### src/rtl/fighter_pkg.sv
// Shared definitions for the fighter sprite path.
//   anim_state_e  : animation state encodings S_IDLE..S_HIT
//   NFRM_*        : frames per animation state
//   BASE_*        : sprite ROM base address per state (frame-major, contiguous)
//   FRAME_STRIDE  : words per sprite frame (32 x 48)
//   nfrm_of/base_of : table lookups; out-of-range states map to IDLE
package fighter_pkg;

    typedef enum logic [3:0] {
        S_IDLE = 4'd0,
        S_WALK = 4'd1,
        S_JUMP = 4'd2,
        S_ATK1 = 4'd3,
        S_ATK2 = 4'd4,
        S_HIT  = 4'd5
    } anim_state_e;

    localparam int unsigned FRAME_STRIDE = 32 * 48;

    localparam int unsigned NFRM_IDLE = 1;
    localparam int unsigned NFRM_WALK = 4;
    localparam int unsigned NFRM_JUMP = 8;
    localparam int unsigned NFRM_ATK1 = 6;
    localparam int unsigned NFRM_ATK2 = 8;
    localparam int unsigned NFRM_HIT  = 1;

    // Each state's frames follow directly after the previous state's.
    localparam int unsigned BASE_IDLE = 0;
    localparam int unsigned BASE_WALK = BASE_IDLE + NFRM_IDLE * FRAME_STRIDE;
    localparam int unsigned BASE_JUMP = BASE_WALK + NFRM_WALK * FRAME_STRIDE;
    localparam int unsigned BASE_ATK1 = BASE_JUMP + NFRM_JUMP * FRAME_STRIDE;
    localparam int unsigned BASE_ATK2 = BASE_ATK1 + NFRM_ATK1 * FRAME_STRIDE;
    localparam int unsigned BASE_HIT  = BASE_ATK2 + NFRM_ATK2 * FRAME_STRIDE;

    function automatic logic [3:0] nfrm_of(input logic [3:0] st);
        case (st)
            S_WALK:  return 4'(NFRM_WALK);
            S_JUMP:  return 4'(NFRM_JUMP);
            S_ATK1:  return 4'(NFRM_ATK1);
            S_ATK2:  return 4'(NFRM_ATK2);
            S_HIT:   return 4'(NFRM_HIT);
            default: return 4'(NFRM_IDLE);
        endcase
    endfunction

    function automatic logic [31:0] base_of(input logic [3:0] st);
        case (st)
            S_WALK:  return 32'(BASE_WALK);
            S_JUMP:  return 32'(BASE_JUMP);
            S_ATK1:  return 32'(BASE_ATK1);
            S_ATK2:  return 32'(BASE_ATK2);
            S_HIT:   return 32'(BASE_HIT);
            default: return 32'(BASE_IDLE);
        endcase
    endfunction

endpackage

### src/rtl/sprite_frame_lut.sv
// Combinational animation lookup: state + anim_frame -> ROM base and frame index.
//   anim_state : animation state (values > 5 behave as IDLE)
//   anim_frame : tick counter within the state
//   base       : ROM base address of the state's first frame
//   idx        : sprite frame index, clamped to the state's last frame
module sprite_frame_lut
    import fighter_pkg::*;
#(
    parameter int unsigned FRM_SHFT = 2
) (
    input  logic [3:0]  anim_state,
    input  logic [5:0]  anim_frame,
    output logic [31:0] base,
    output logic [2:0]  idx
);

    logic [5:0] raw_idx;
    logic [3:0] nfrm;

    always_comb begin
        raw_idx = anim_frame >> FRM_SHFT;
        nfrm    = nfrm_of(anim_state);
        base    = base_of(anim_state);
        if (raw_idx >= {2'b00, nfrm}) begin
            idx = 3'(nfrm - 4'd1);
        end else begin
            idx = raw_idx[2:0];
        end
    end

endmodule

### src/rtl/player_sprite_fetch.sv
// Per-player sprite fetch: turns pixel queries into sprite-ROM reads and
// answers each query with colour + opaque flag after a fixed ROM_LAT+2 cycles.
//   clk, reset_n          : clock, async active-low reset
//   frame_start           : latches anim/facing/position into shadow registers
//   anim_state/anim_frame : animation selection
//   facing_left           : horizontal mirror
//   pos_x, pos_y          : sprite top-left on screen
//   pix_valid/x/y         : pixel query stream
//   rom_addr / rom_data   : sprite ROM port (data ROM_LAT cycles after addr)
//   out_valid/opaque/color: in-order query responses
module player_sprite_fetch
    import fighter_pkg::*;
#(
    parameter int unsigned        SPR_W    = 32,
    parameter int unsigned        SPR_H    = 48,
    parameter int unsigned        ADDR_W   = 16,
    parameter int unsigned        COLOR_W  = 12,
    parameter int unsigned        ROM_LAT  = 1,
    parameter logic [COLOR_W-1:0] TRANSP   = 12'hF0F,
    parameter int unsigned        FRM_SHFT = 2
) (
    input  logic               clk,
    input  logic               reset_n,
    input  logic               frame_start,
    input  logic [3:0]         anim_state,
    input  logic [5:0]         anim_frame,
    input  logic               facing_left,
    input  logic [9:0]         pos_x,
    input  logic [9:0]         pos_y,
    input  logic               pix_valid,
    input  logic [9:0]         pix_x,
    input  logic [9:0]         pix_y,
    output logic [ADDR_W-1:0]  rom_addr,
    input  logic [COLOR_W-1:0] rom_data,
    output logic               out_valid,
    output logic               out_opaque,
    output logic [COLOR_W-1:0] out_color
);

    localparam int unsigned STRIDE = SPR_W * SPR_H;

    logic [3:0] sh_state;
    logic [5:0] sh_frame;
    logic       sh_left;
    logic [9:0] sh_x;
    logic [9:0] sh_y;

    logic [31:0]       lut_base;
    logic [2:0]        lut_idx;
    logic              hit;
    logic [9:0]        col_raw;
    logic [9:0]        col;
    logic [9:0]        row;
    logic [ADDR_W-1:0] addr_next;

    // Stage k of the delay line is the query k+1 cycles after acceptance.
    logic [ROM_LAT:0] vld_pipe;
    logic [ROM_LAT:0] hit_pipe;

    always_ff @(posedge clk or negedge reset_n) begin
        if (!reset_n) begin
            sh_state <= S_IDLE;
            sh_frame <= '0;
            sh_left  <= 1'b0;
            sh_x     <= '0;
            sh_y     <= '0;
        end else if (frame_start) begin
            sh_state <= anim_state;
            sh_frame <= anim_frame;
            sh_left  <= facing_left;
            sh_x     <= pos_x;
            sh_y     <= pos_y;
        end
    end

    sprite_frame_lut #(
        .FRM_SHFT (FRM_SHFT)
    ) u_lut (
        .anim_state (sh_state),
        .anim_frame (sh_frame),
        .base       (lut_base),
        .idx        (lut_idx)
    );

    // 11-bit compares so a sprite near the right/bottom edge cannot wrap.
    always_comb begin
        hit = ({1'b0, pix_x} >= {1'b0, sh_x}) &&
              ({1'b0, pix_x} <  ({1'b0, sh_x} + 11'(SPR_W))) &&
              ({1'b0, pix_y} >= {1'b0, sh_y}) &&
              ({1'b0, pix_y} <  ({1'b0, sh_y} + 11'(SPR_H)));
        col_raw   = pix_x - sh_x;
        col       = sh_left ? (10'(SPR_W - 1) - col_raw) : col_raw;
        row       = pix_y - sh_y;
        addr_next = ADDR_W'(lut_base + 32'(lut_idx) * STRIDE
                            + 32'(row) * SPR_W + 32'(col));
    end

    always_ff @(posedge clk or negedge reset_n) begin
        if (!reset_n) begin
            rom_addr <= '0;
            vld_pipe <= '0;
            hit_pipe <= '0;
        end else begin
            if (pix_valid && hit) begin
                rom_addr <= addr_next;
            end
            vld_pipe <= {vld_pipe[ROM_LAT-1:0], pix_valid};
            hit_pipe <= {hit_pipe[ROM_LAT-1:0], pix_valid && hit};
        end
    end

    always_ff @(posedge clk or negedge reset_n) begin
        if (!reset_n) begin
            out_valid  <= 1'b0;
            out_opaque <= 1'b0;
            out_color  <= '0;
        end else begin
            out_valid <= vld_pipe[ROM_LAT];
            if (hit_pipe[ROM_LAT] && (rom_data != TRANSP)) begin
                out_opaque <= 1'b1;
                out_color  <= rom_data;
            end else begin
                out_opaque <= 1'b0;
                out_color  <= '0;
            end
        end
    end

endmodule

### config.mk
export PLATFORM = sky130hd
export DESIGN_NAME = player_sprite_fetch
export DESIGN_NICKNAME = d
export VERILOG_FILES = /design/src/rtl/fighter_pkg.sv /design/src/rtl/sprite_frame_lut.sv /design/src/rtl/player_sprite_fetch.sv
export SDC_FILE = /design/constraint.sdc
export NUM_CORES = 1
export LEC_CHECK = 0
export CORE_UTILIZATION = 30
export CTS_CLUSTER_DIAMETER = 40
export DETAILED_ROUTE_END_ITERATION = 10
export PLACE_DENSITY = 0.62
export SLEW_MARGIN = 25
export SYNTH_ARGS = -nofsm -noshare
export SYNTH_HDL_FRONTEND = slang
export SYNTH_HIERARCHICAL = 1
export SYNTH_SLANG_ARGS = --single-unit
### constraint.sdc
create_clock -name clk -period 5 [get_ports clk]
set_input_delay 1 -clock clk [delete_from_list [all_inputs] [get_ports clk]]
set_output_delay 1 -clock clk [all_outputs]
set_load 0.01 [all_outputs]
# ---- Word level (Yosys, flattened, before mapping)
# Cells that the tools add are included.
dict set report classes {
  n_eq_ne 6
  order_cmp 5
  multipliers 1
  muxes 6
  reduce_logical 6
  add_sub_neg 9
}
# op n
set op_table {}
lappend op_table {{$pmux W16 S5} 1}
lappend op_table {{$add A10 B6 Y11 const B} 2}
lappend op_table {{$lt A10 B11 Y1} 2}
lappend op_table {{$ge A10 B10 Y1} 2}
lappend op_table {{$sub A10 B10 Y10} 2}
lappend op_table {{$add A16 B10 Y16} 1}
lappend op_table {{$add A16 B14 Y16} 1}
lappend op_table {{$add A16 B15 Y16} 1}
lappend op_table {{$mux W12} 1}
lappend op_table {{$ne A12 B12 Y1 const B} 1}
lappend op_table {{$pmux W4 S3} 1}
lappend op_table {{$mux W10} 1}
lappend op_table {{$sub A5 B10 Y10 const A} 1}
lappend op_table {{$eq A4 B2 Y1 const B} 2}
lappend op_table {{$eq A4 B3 Y1 const B} 2}
lappend op_table {{$logic_and A1 B1 Y1} 5}
lappend op_table {{$mul A3 B2 Y5 const B} 1}
lappend op_table {{$eq A4 B1 Y1 const B} 1}
lappend op_table {{$ge A4 B4 Y1} 1}
lappend op_table {{$mux W3} 1}
lappend op_table {{$sub A3 B1 Y3 const B} 1}
lappend op_table {{$reduce_or A2 Y1} 1}
lappend op_table {{$mux W1} 1}
dict set report word_totals {
  input_bits 67
  word_cells 44
  reg_bits 65
  output_inout_bits 30
}

# ---- Logic depth before layout (Yosys ltp)
dict set report logic_depth {
  depth_word 9
  mapped_depth 23
  ltp_nobuf 23
}

# ---- Hierarchy
# Netlist, hierarchy kept.
# mod cells_each seq_area_each_um2 area_per_inst_um2 n_inst
set by_module_without_submodules {}
lappend by_module_without_submodules {player_sprite_fetch 484 1626.6 4837.1 1}
lappend by_module_without_submodules {sprite_frame_lut 64 0.0 471.7 1}

# ---- Worst setup path before layout
# Ideal clock, no wire load.
dict set report synth_path {
  kind {input -> register}
  startpoint {input pix_x[0]}
  endpoint {register rom_addr[14]}
  arrival_time_ns 5.151
  slack_ns -0.276
  path_buffers 0
  setup_time_ns 0.125
  path_stages 22
  required_ns 4.875
  cell_sequence {inv_1 ha_1 fa_1 nand3b_1 nand2_1 a21o_1 a21o_1 xor2_1 inv_1 ha_1 nand2_1 o21ai_0 xnor2_1 fa_1 inv_1 fa_1 ha_1 a21o_1 o2111ai_1 a311oi_1 xor2_1 mux2_2}
}
dict set report synth_between {
  elab_chain_len 5
  elab_cells_between_ends 10
  cone_classes {add/sub: 3; order compare: 2; mux: 1; reduce/logical: 4}
}
# item line_no
set synth_rtl {}
lappend synth_rtl {{start, declared} player_sprite_fetch.sv:31} ;# input logic [9:0] pix_x,
lappend synth_rtl {{parallel branches: the longest is 5 deep, another holds $add A16 B10 Y16} --}
lappend synth_rtl {{end signal, assigned} player_sprite_fetch.sv:105} ;# rom_addr <= addr_next;
lappend synth_rtl {{end, declared} player_sprite_fetch.sv:33} ;# output logic [ADDR_W-1:0] rom_addr,
# Parallel ways; which one is timed is not known.
# A chain may end at the register's enable or synchronous reset.

# ---- Worst setup path after layout
dict set report layout_path {
  startpoint {input pix_x[0]}
  endpoint {register rom_addr[12]}
}
# The elaborated chain is that of the path after synthesis.

==> metrics.md <==
| Metric | Value |
|---|---|
| Max clock buf depth | 2 |
| Slew margin rel. | 0.438 |
| Router iterations before antenna repair | 4 |
| Worst setup margin | 0.0147 ns |
| Layout area overhead | 41.3% |
| CP Data Arrival Time | 5.22 ns |
| Max Freq | 201 MHz |
| Clk_lat worst skew | 0.35 ns |
| CORE AREA | 16600 sq um |
| WHS | 0.347 ns |
| DP Worst Slack | -0.902 ns |
| PortBufs | 94 |
| Standard-cell row count | 47 |
| Global Route Usage Sum | 0.142 |
| Outcome | completed |
| Grt peak-use layer | met2 |
| Slew Limit Fails | 0 |
| Clk network pwr share | 0.196 |
| Met3 usage in global routing | 0.0314 |
| Req. time, crit path | 5.23 ns |
| Vias in the first global route | 4218 |
| Critical Path Start Type | input pin |
| DRT iter0 DRCs | 122 |
| Finished Cell Area | 7230 sq um |
| Via count | 4177 |
| Endpoint class of the critical path | flop |
| Reg power frac | 0.182 |
| Nets@finish | 833 |
| Sw frac | 0.383 |
| H-tree Lvls | 3 |
| Die height | 133 um |
| CTS tree | yes |
| Placed cell area | 6630 sq um |
| Antenna violations before repair | 0 |
| ANT cells | 0 |
| Worst hold path class | flop to flop |
| Crit-path max FO | 3 |
| Routed WL | 12.1 mm |
| RSZ-0062 raised after global routing | yes |
| Avg Cell Area, Syn | 9.69 sq um |
| Period utilization | 0.997 |
| Met2 Use GR | 0.248 |
| Worst Skew | 0.00958 ns |
| Worst slew pin tran | 0.840 ns |
| Num CTS Buffers | 9 |
| Grt met1 use | 0.166 |
| Post-synthesis cell area | 5120 sq um |
| Crit path time final | 4.99 ns |
| Largest net degree at the start of global routing | 58 |
| Worst-path clk slew | 0.06 ns |
| Pwr/cell area | 496 nW/um^2 |
| Overall power | 3.59 mW |
| Routed len/inst | 13.4 um |
| R2r worst-path depth | 20 |
| Initial Util | 0.307 |
| DRC Markers | 0 |
| Die width | 133 um |
| Max Cap Violations | 0 |
| P_int | 2.21 mW |
| Hold depth | 0 |
| DP Wirelength | 9.51 mm |
| Warnings, synthesis | 6 |
| LEAKAGE | 3.34 nW |
| Setup Viol. Count Final | 0 |
| Combinational power share | 0.622 |
| First-pass GRT wire length | 19.7 mm |
| Clock Sinks | 63 |
| Overflow after GRT | 0 |
| Die ar. | 17600 sq um |
| Layout cell share with drive strength beyond 1 | 0.202 |
| Post-synthesis cell count | 528 |
| Setup CP Type | input pin to flop |
| Routed Antenna Nets | 0 |
| GPL Wtd Cong | 0.866 |
| Vias per cell | 4.62 |
| Psw | 1.37 mW |
| Clk root buf | clkbuf_16 |
| Hold Fails Final Rpt | 0 |
| I/O pin count | 97 |
| Max rail drop VDD | 239 uV |
==> routing by layer <==
metal | share of wire | vias to the layer above
li1 | - | 2095
met2 | 0.51 | 77
met1 | 0.43 | 1989
met3 | 0.036 | 16
met5 | 0 | -
met4 | 0.018 | 0
==> state kept, by name (all words and copies together) (netlist names) <==
name and flops:
sh_state 4, hit_pipe 2, sh_frame 4, vld_pipe 2, sh_x 10, sh_left 1
sh_y 10, out_color 12, rom_addr 16, out_valid 1, out_opaque 1
==> worst max-delay path: stages <==
cell       delay [ns]
buf_8            0.08
inv_8            0.03
ha_4             0.15
fa_2             0.39
nand3b_1         0.19
nand2_2          0.07
a21o_1           0.11
a21o_1           0.15
xor2_2           0.18
inv_1            0.08
ha_2             0.19
nand2_2          0.06
o21ai_2          0.06
xnor2_2          0.17
fa_1             0.50
inv_1            0.05
fa_1             0.53
ha_4             0.22
a21o_1           0.20
o2111ai_2        0.22
buf_4            0.16
nand2_2          0.04
xor2_1           0.14
mux2_2           0.25
==> placed cells by master, fill, tap and decap left out, types with 3 or more instances in the layout <==
master           instances
clkdlybuf4s50_1         88
inv_1                   62
ha_1                    62
dfrtp_1                 62
buf_4                   55
nand2_1                 35
o21ai_0                 34
xnor2_1                 30
a21oi_1                 26
nor2_1                  20
mux2_2                  17
and2_1                  13
fa_1                    13
a21o_1                  12
xor2_1                  11
nand3_1                  9
mux2_1                   9
clkbuf_16                9
conb_1                   9
ha_4                     8
nand2b_1                 7
nor3_1                   5
a211oi_1                 4
a21oi_2                  4
nand4_1                  3
nand2_2                  3
o21ai_1                  3
a31oi_2                  3
o211ai_1                 3
ha_2                     3
==> final cells by class <==
cell class / instances / area (sq um)
fillers: 1584 / 9410
multi-input cells: 392 / 3450
clock inverters: 7 / 105
clock buffers: 9 / 225
repair buffers: 149 / 1350
well taps: 220 / 275
inverters: 64 / 248
flip-flops and latches: 63 / 1580
==> power groups by stage <==
stage	clock [mW]	combinational, mW	sequential [mW]
after floorplan	0	1.27	0.683
after global placement	0	1.96	0.662
after detailed placement	0	2.01	0.665
after CTS	0.721	2.07	0.655
after global routing	0.745	2.49	0.666
final	0.703	2.23	0.653
==> metrics by stage <==
stage | TNS (ns) | util | cells
floorplan | -0.117 | - | 536
global placement | -5.04 | 0.398 | 877
detailed placement | -5.57 | 0.398 | 877
CTS | 0 | 0.423 | 898
global route | -0.596 | 0.434 | 904
finish | 0 | 0.434 | 904
==> path summary, 6_finish.rpt <==
kind,start,to,slack (ns)
setup / recovery,pix_x[0],rom_addr[12]$_DFFE_PN0P_,0.01
hold / removal,vld_pipe[1]$_DFF_PN0_,out_valid$_DFF_PN0_,0.35
setup reg to reg,sh_state[1]$_DFFE_PN0P_,rom_addr[14]$_DFFE_PN0P_,0.08
hold reg to reg,vld_pipe[1]$_DFF_PN0_,out_valid$_DFF_PN0_,0.35
max in group asynchronous,reset_n,rom_addr[9]$_DFFE_PN0P_,3.58
min in group asynchronous,reset_n,out_color[10]$_DFF_PN0_,0.46
==> repair_timing <==
| action | CTS | global route |
|---|---|---|
| resized for setup | 16 | 33 |
| setup buffers | 5 | 6 |
| endpoints found under the setup margin | 8 | 6 |
| pin swaps | 9 | 21 |
| hold buffers | 0 | 0 |
Power figures use the tool's default switching activity.
